===== src/rtl/inst_mem_arb_pkg.sv =====
// -----------------------------------------------------------------------------
// inst_mem_arb_pkg
// Shared definitions for the instruction-memory arbiter: bus widths, the
// all-zero word, ROM chip-enable encodings and the read-owner state encoding.
// No ports (package).
// -----------------------------------------------------------------------------
package inst_mem_arb_pkg;

    localparam int InstAddrBusW = 32;
    localparam int InstBusW     = 32;

    localparam logic [InstBusW-1:0] ZeroWord    = '0;
    localparam logic                ChipEnable  = 1'b1;
    localparam logic                ChipDisable = 1'b0;

    // Owner of the read currently in flight (granted in the previous cycle).
    typedef enum logic [1:0] {
        S_IDLE = 2'b00,
        S_IF   = 2'b01,
        S_DBG  = 2'b10
    } owner_e;

    // A word access is misaligned when either byte-offset bit is set.
    function automatic logic addr_misaligned(input logic [1:0] lsb);
        return lsb != 2'b00;
    endfunction

endpackage


===== src/rtl/inst_mem_arb_starve_cnt.sv =====
// -----------------------------------------------------------------------------
// arb_starve_cnt
// Counts consecutive cycles a low-priority requester has been waiting and
// refused. Saturates at LIMIT; at_limit_o tells the arbiter to let it win.
//
// Ports:
//   clk        - clock, rising edge
//   rst        - asynchronous active-high reset (counter to 0)
//   wait_i     - requester is asking this cycle
//   served_i   - requester is granted this cycle
//   at_limit_o - counter has reached LIMIT
// -----------------------------------------------------------------------------
module arb_starve_cnt #(
    parameter int LIMIT = 4
) (
    input  logic clk,
    input  logic rst,
    input  logic wait_i,
    input  logic served_i,
    output logic at_limit_o
);

    localparam int CNT_W = (LIMIT < 1) ? 1 : $clog2(LIMIT + 1);
    localparam logic [CNT_W-1:0] LIMIT_C = CNT_W'(LIMIT);

    logic [CNT_W-1:0] cnt_q;
    logic [CNT_W-1:0] cnt_d;

    assign at_limit_o = (cnt_q == LIMIT_C);

    // A grant or a withdrawn request ends the waiting streak.
    always_comb begin
        cnt_d = cnt_q;
        if (served_i || !wait_i) begin
            cnt_d = '0;
        end else if (!at_limit_o) begin
            cnt_d = cnt_q + CNT_W'(1);
        end
    end

    always_ff @(posedge clk or posedge rst) begin
        if (rst) begin
            cnt_q <= '0;
        end else begin
            cnt_q <= cnt_d;
        end
    end

endmodule


===== src/rtl/inst_mem_arb.sv =====
// -----------------------------------------------------------------------------
// inst_mem_arb
// Arbitrates a single combinational instruction ROM between the fetch stage
// and a debug/loader port. Fetch has priority; a waiting debug request is
// guaranteed to win after STARVE_LIMIT consecutive refusals. Reads complete
// with a fixed one-cycle latency and may issue back to back.
//
// Ports:
//   clk, rst                  - clock (rising edge), async active-high reset
//   if_req/if_addr            - fetch request (level) and byte address
//   if_gnt                    - fetch accepted this cycle (combinational)
//   if_rvalid/if_rdata        - fetch read result, rvalid is a 1-cycle pulse
//   dbg_*                     - same set for the debug/loader port
//   stallreq                  - fetch is requesting but not granted
//   addr_err                  - pulses with rvalid of a misaligned read
//   rom_ce/rom_addr/rom_inst  - ROM chip enable, word address, read data
// -----------------------------------------------------------------------------
module inst_mem_arb
    import inst_mem_arb_pkg::*;
#(
    parameter int STARVE_LIMIT = 4
) (
    input  logic                    clk,
    input  logic                    rst,

    input  logic                    if_req,
    input  logic [InstAddrBusW-1:0] if_addr,
    output logic                    if_gnt,
    output logic                    if_rvalid,
    output logic [InstBusW-1:0]     if_rdata,

    input  logic                    dbg_req,
    input  logic [InstAddrBusW-1:0] dbg_addr,
    output logic                    dbg_gnt,
    output logic                    dbg_rvalid,
    output logic [InstBusW-1:0]     dbg_rdata,

    output logic                    stallreq,
    output logic                    addr_err,

    output logic                    rom_ce,
    output logic [InstAddrBusW-1:0] rom_addr,
    input  logic [InstBusW-1:0]     rom_inst
);

    owner_e              state_q;
    owner_e              state_d;
    logic [InstBusW-1:0] if_rdata_q;
    logic [InstBusW-1:0] if_rdata_d;
    logic [InstBusW-1:0] dbg_rdata_q;
    logic [InstBusW-1:0] dbg_rdata_d;
    logic                addr_err_q;
    logic                addr_err_d;
    logic                dbg_at_limit;

    arb_starve_cnt #(
        .LIMIT      (STARVE_LIMIT)
    ) u_starve (
        .clk        (clk),
        .rst        (rst),
        .wait_i     (dbg_req),
        .served_i   (dbg_gnt),
        .at_limit_o (dbg_at_limit)
    );

    // Grant, ROM drive and next owner. Everything is forced quiet while rst
    // is high so nothing reaches the ROM or the pipeline during reset.
    always_comb begin
        if_gnt   = 1'b0;
        dbg_gnt  = 1'b0;
        state_d  = S_IDLE;
        rom_ce   = ChipDisable;
        rom_addr = ZeroWord;
        stallreq = 1'b0;

        if (!rst) begin
            if (dbg_req && (!if_req || dbg_at_limit)) begin
                dbg_gnt = 1'b1;
            end else if (if_req) begin
                if_gnt = 1'b1;
            end
            stallreq = if_req && !if_gnt;
        end

        // Byte offset is dropped so a misaligned request still reads the
        // word that contains it.
        if (dbg_gnt) begin
            state_d  = S_DBG;
            rom_ce   = ChipEnable;
            rom_addr = {dbg_addr[InstAddrBusW-1:2], 2'b00};
        end else if (if_gnt) begin
            state_d  = S_IF;
            rom_ce   = ChipEnable;
            rom_addr = {if_addr[InstAddrBusW-1:2], 2'b00};
        end
    end

    // ROM data is captured at the edge that ends the grant cycle; each port's
    // data register holds between its own reads.
    always_comb begin
        if_rdata_d  = if_rdata_q;
        dbg_rdata_d = dbg_rdata_q;
        addr_err_d  = 1'b0;
        if (if_gnt) begin
            if_rdata_d = rom_inst;
            addr_err_d = addr_misaligned(if_addr[1:0]);
        end
        if (dbg_gnt) begin
            dbg_rdata_d = rom_inst;
            addr_err_d  = addr_misaligned(dbg_addr[1:0]);
        end
    end

    always_ff @(posedge clk or posedge rst) begin
        if (rst) begin
            state_q     <= S_IDLE;
            if_rdata_q  <= ZeroWord;
            dbg_rdata_q <= ZeroWord;
            addr_err_q  <= 1'b0;
        end else begin
            state_q     <= state_d;
            if_rdata_q  <= if_rdata_d;
            dbg_rdata_q <= dbg_rdata_d;
            addr_err_q  <= addr_err_d;
        end
    end

    // The owner state doubles as the rvalid source: a read is valid for
    // exactly the cycle after its grant.
    assign if_rvalid  = (state_q == S_IF);
    assign dbg_rvalid = (state_q == S_DBG);
    assign if_rdata   = if_rdata_q;
    assign dbg_rdata  = dbg_rdata_q;
    assign addr_err   = addr_err_q;

endmodule


===== config.mk =====
export PLATFORM = sky130hd
export DESIGN_NAME = inst_mem_arb
export DESIGN_NICKNAME = d
export VERILOG_FILES = /design/src/rtl/inst_mem_arb_pkg.sv /design/src/rtl/inst_mem_arb_starve_cnt.sv /design/src/rtl/inst_mem_arb.sv
export SDC_FILE = /design/constraint.sdc
export NUM_CORES = 1
export LEC_CHECK = 0
export ABC_AREA = 1
export BUFFER_PORTS_ARGS = -buffer_cell sky130_fd_sc_hd__buf_2
export CORE_ASPECT_RATIO = 1.4
export CORE_MARGIN = 1.5
export CORE_UTILIZATION = 48
export CTS_CLUSTER_DIAMETER = 80
export DETAILED_ROUTE_END_ITERATION = 8
export GPL_ROUTABILITY_DRIVEN = 0
export PLACE_DENSITY = 0.91
export REMOVE_ABC_BUFFERS = 1
export SLEW_MARGIN = 20
export SYNTH_ARGS = -nofsm -noshare
export SYNTH_HDL_FRONTEND = slang
export SYNTH_HIERARCHICAL = 1
export SYNTH_SLANG_ARGS = --single-unit

===== constraint.sdc =====
create_clock -name clk -period 5.57 [get_ports clk]
set_clock_uncertainty 0.2 [all_clocks]
set_input_delay 1.114 -clock clk [delete_from_list [all_inputs] [get_ports clk]]
set_output_delay 1.114 -clock clk [all_outputs]
set_load 0.01 [all_outputs]

==> metrics <==
status completed; most frequent cells in the layout buf_2 (200), nand2_1 (166), dfrtp_1 (70); cts hold-fix bufs 0; Num CTS Buffers 9; largest net degree at the start of global routing 58; initial antenna violation count 0; Pins Over Slew Limit 0; DRT iter0 DRCs 231; area grow syn2layout 31.1%; die width between 70 and 80 um; r2r setup slk around 2.6 ns; Pre-Repair DR Iteration Count 4; Final period util 0.741; synth warn 6; Vias between 3k and 4k; Rel. slew slack 0.586; n_diodes 0; CP peak stage delay 0.52 ns; leakage roughly 2.8 nW; worst skew pair latency between 0.3 and 0.4 ns; reg2reg end if_rdata[9]; Tot Pwr between 1 and 1.5 mW; reg-to-reg startpoint u_starve/cnt_q[0]; Synth top area share 0.493; vias in the first global route approximately 3.6k; post-CTS setup buffers 0; Max Buffers Root-to-Sink 2; Hold Vio Cnt, Final 0; worst setup margin roughly 1.4 ns; post-detail-place hpwl about 7300 um; Yosys top cell by area dfrtp_1; Nets 723; hold depth 2; most frequent cell on the critical path nand2_2; CP max FO 52; CTS tree yes; sequential area share after synthesis 0.493; grt ovf 0; WP data arrival between 2 and 3 ns; PostCTS Resize Cnt 0; crit end category output pin; gr usage total 0.264; Vias/cell between 5 and 6; die area approximately 7900 um^2; register bit total from synthesis 70; syn avg cell area 8.06 um^2; post-route DRC violation count 0; Synth cell types 17; Power Density 288 nW/um^2; WL/cell 14.5 um; Mapped Cells 441; Setup WS pre-CTS ~1.5 ns; CORE AREA around 7100 um^2; peak supply drop between 0.1 and 0.15 mV; Hold EP if_rdata[5]; Rows 36; Routed Antenna Nets 0; post-synth design cell area approximately 3600 um^2; I/O Buffers 200; crit path cell chain inv_1 -> ha_1 -> nand2_2 -> inv_2 -> inv_1 -> nand2_2 -> nand2_2 -> buf_4 -> nand3_1 -> nand2_1 -> buf_2; RSZ-0062 raised after global routing false; CTS sink cnt 70; Worst Hold Launch if_rdata[5]; die height around 100 um; CTS Root Buffer Type clkbuf_8; Max Cap Violations 0; Synth area leaders dfrtp_1 (49%), nand2_1 (18%), nand4_1 (11%); CP required 4.26 ns; clock slew at reported path FFs approximately 0.060 ns; first-pass GRT wire length between 15,000 and 20,000 um; final setup fails 0; Worst Reg-to-Reg Cells 12; Layout Utilization 0.659; min Tclk post-route approximately 4.1 ns; FMAX 0.242 GHz; Slew @ Worst Pin 0.622 ns; initial cell density of the core 0.503; Top Ports just over 200; Crit Path Class reg -> out; Critical Path Start Type flop; Final Non-Filler Cells just over 700; placed cells about 710; final WL approximately 10,000 um; slowest stage cell, crit path buf_4; most common cell after layout, fill and taps aside buf_2; share of layout cells above drive strength 1 0.372; H-Tree Depth 3; Hold Crit Class reg -> reg
==> through the flow <==
stage	setup TNS, ns	hold slack, ns	cell area (um^2)
5_1_grt	0	0.294	4660
3_3_place_gp	0	0.248	4480
3_5_place_dp	0	0.253	4480
2_1_floorplan	-1.37	0.295	3280
6_report	0	0.268	4660
4_1_cts	0	0.269	4660
==> registers in the layout, indices dropped and copies added, names as in the netlist <==
| name | cells |
|---|---|
| state_q | 2 |
| dbg_rdata | 32 |
| addr_err | 1 |
| u_starve/cnt_q | 3 |
| if_rdata | 32 |
==> cell usage after synthesis, drive strengths merged <==
| cell | number |
|---|---|
| buf | 42 |
| conb | 1 |
| dfrtp | 70 |
| ha | 2 |
| inv | 17 |
| nand2 | 170 |
| nand3 | 68 |
| nand4 | 63 |
| nor2 | 6 |
| nor3 | 1 |
| or2 | 1 |
==> where the power goes <==
group          internal, mW  switching, mW  leakage, nW  total [mW]
Combinational         0.134          0.204         1.86       0.338
Sequential            0.586         0.0459        0.876       0.632
Clock                 0.199          0.173       0.0910       0.372
==> critical path, delay by kind of cell, from the launching register on <==
family	cells	cell delay [ns]
buffers and inverters	5	0.84
adder cells (fa/ha/maj)	1	0.22
flip-flops	1	0.37
AND/OR/NAND/NOR	5	1.02
==> how the worst max path moves through the flow <==
stage                               to  cells after the start              start  slack [ns]
after floorplan                dbg_gnt                      3                rst       -0.71
after global placement    rom_addr[21]                      7             if_req        1.57
after detailed placement  rom_addr[14]                      7             if_req        1.45
after CTS                 rom_addr[14]                     11  u_starve/cnt_q[0]        1.43
after global routing      rom_addr[14]                     11  u_starve/cnt_q[0]        1.24
final                     rom_addr[14]                     11  u_starve/cnt_q[0]        1.44
==> metal layers <==
layer  global-route usage  up-vias  routed length [um]
met3               0.0530       22                 636
met5                    0        -                   0
met1                0.308     1797                3990
met4                0.106        0                 292
met2                0.455      187                5550
li1                     -     1830                   -
==> cell type report <==
class	instances	area (um^2)
multi-input cells	313	1470
repair buffers	210	1080
flip-flops and latches	70	1750
inverters	17	66.3
well taps	95	119
clock buffers	16	180
fillers	585	2410
==> cells by family (layout without fill, tap and decap cells) <==
| logic type | count (synthesis) | count (layout) | share of synthesized area |
|---|---|---|---|
| other | 1 | 2 | 0.00105 |
| adders and majority gates | 2 | 2 | 0.00704 |
| DFF | 70 | 70 | 0.493 |
| and+or+nand+nor | 309 | 309 | 0.403 |
| buffers and inverters | 59 | 243 | 0.0968 |
No activity file was read; power rests on OpenSTA's default activity.
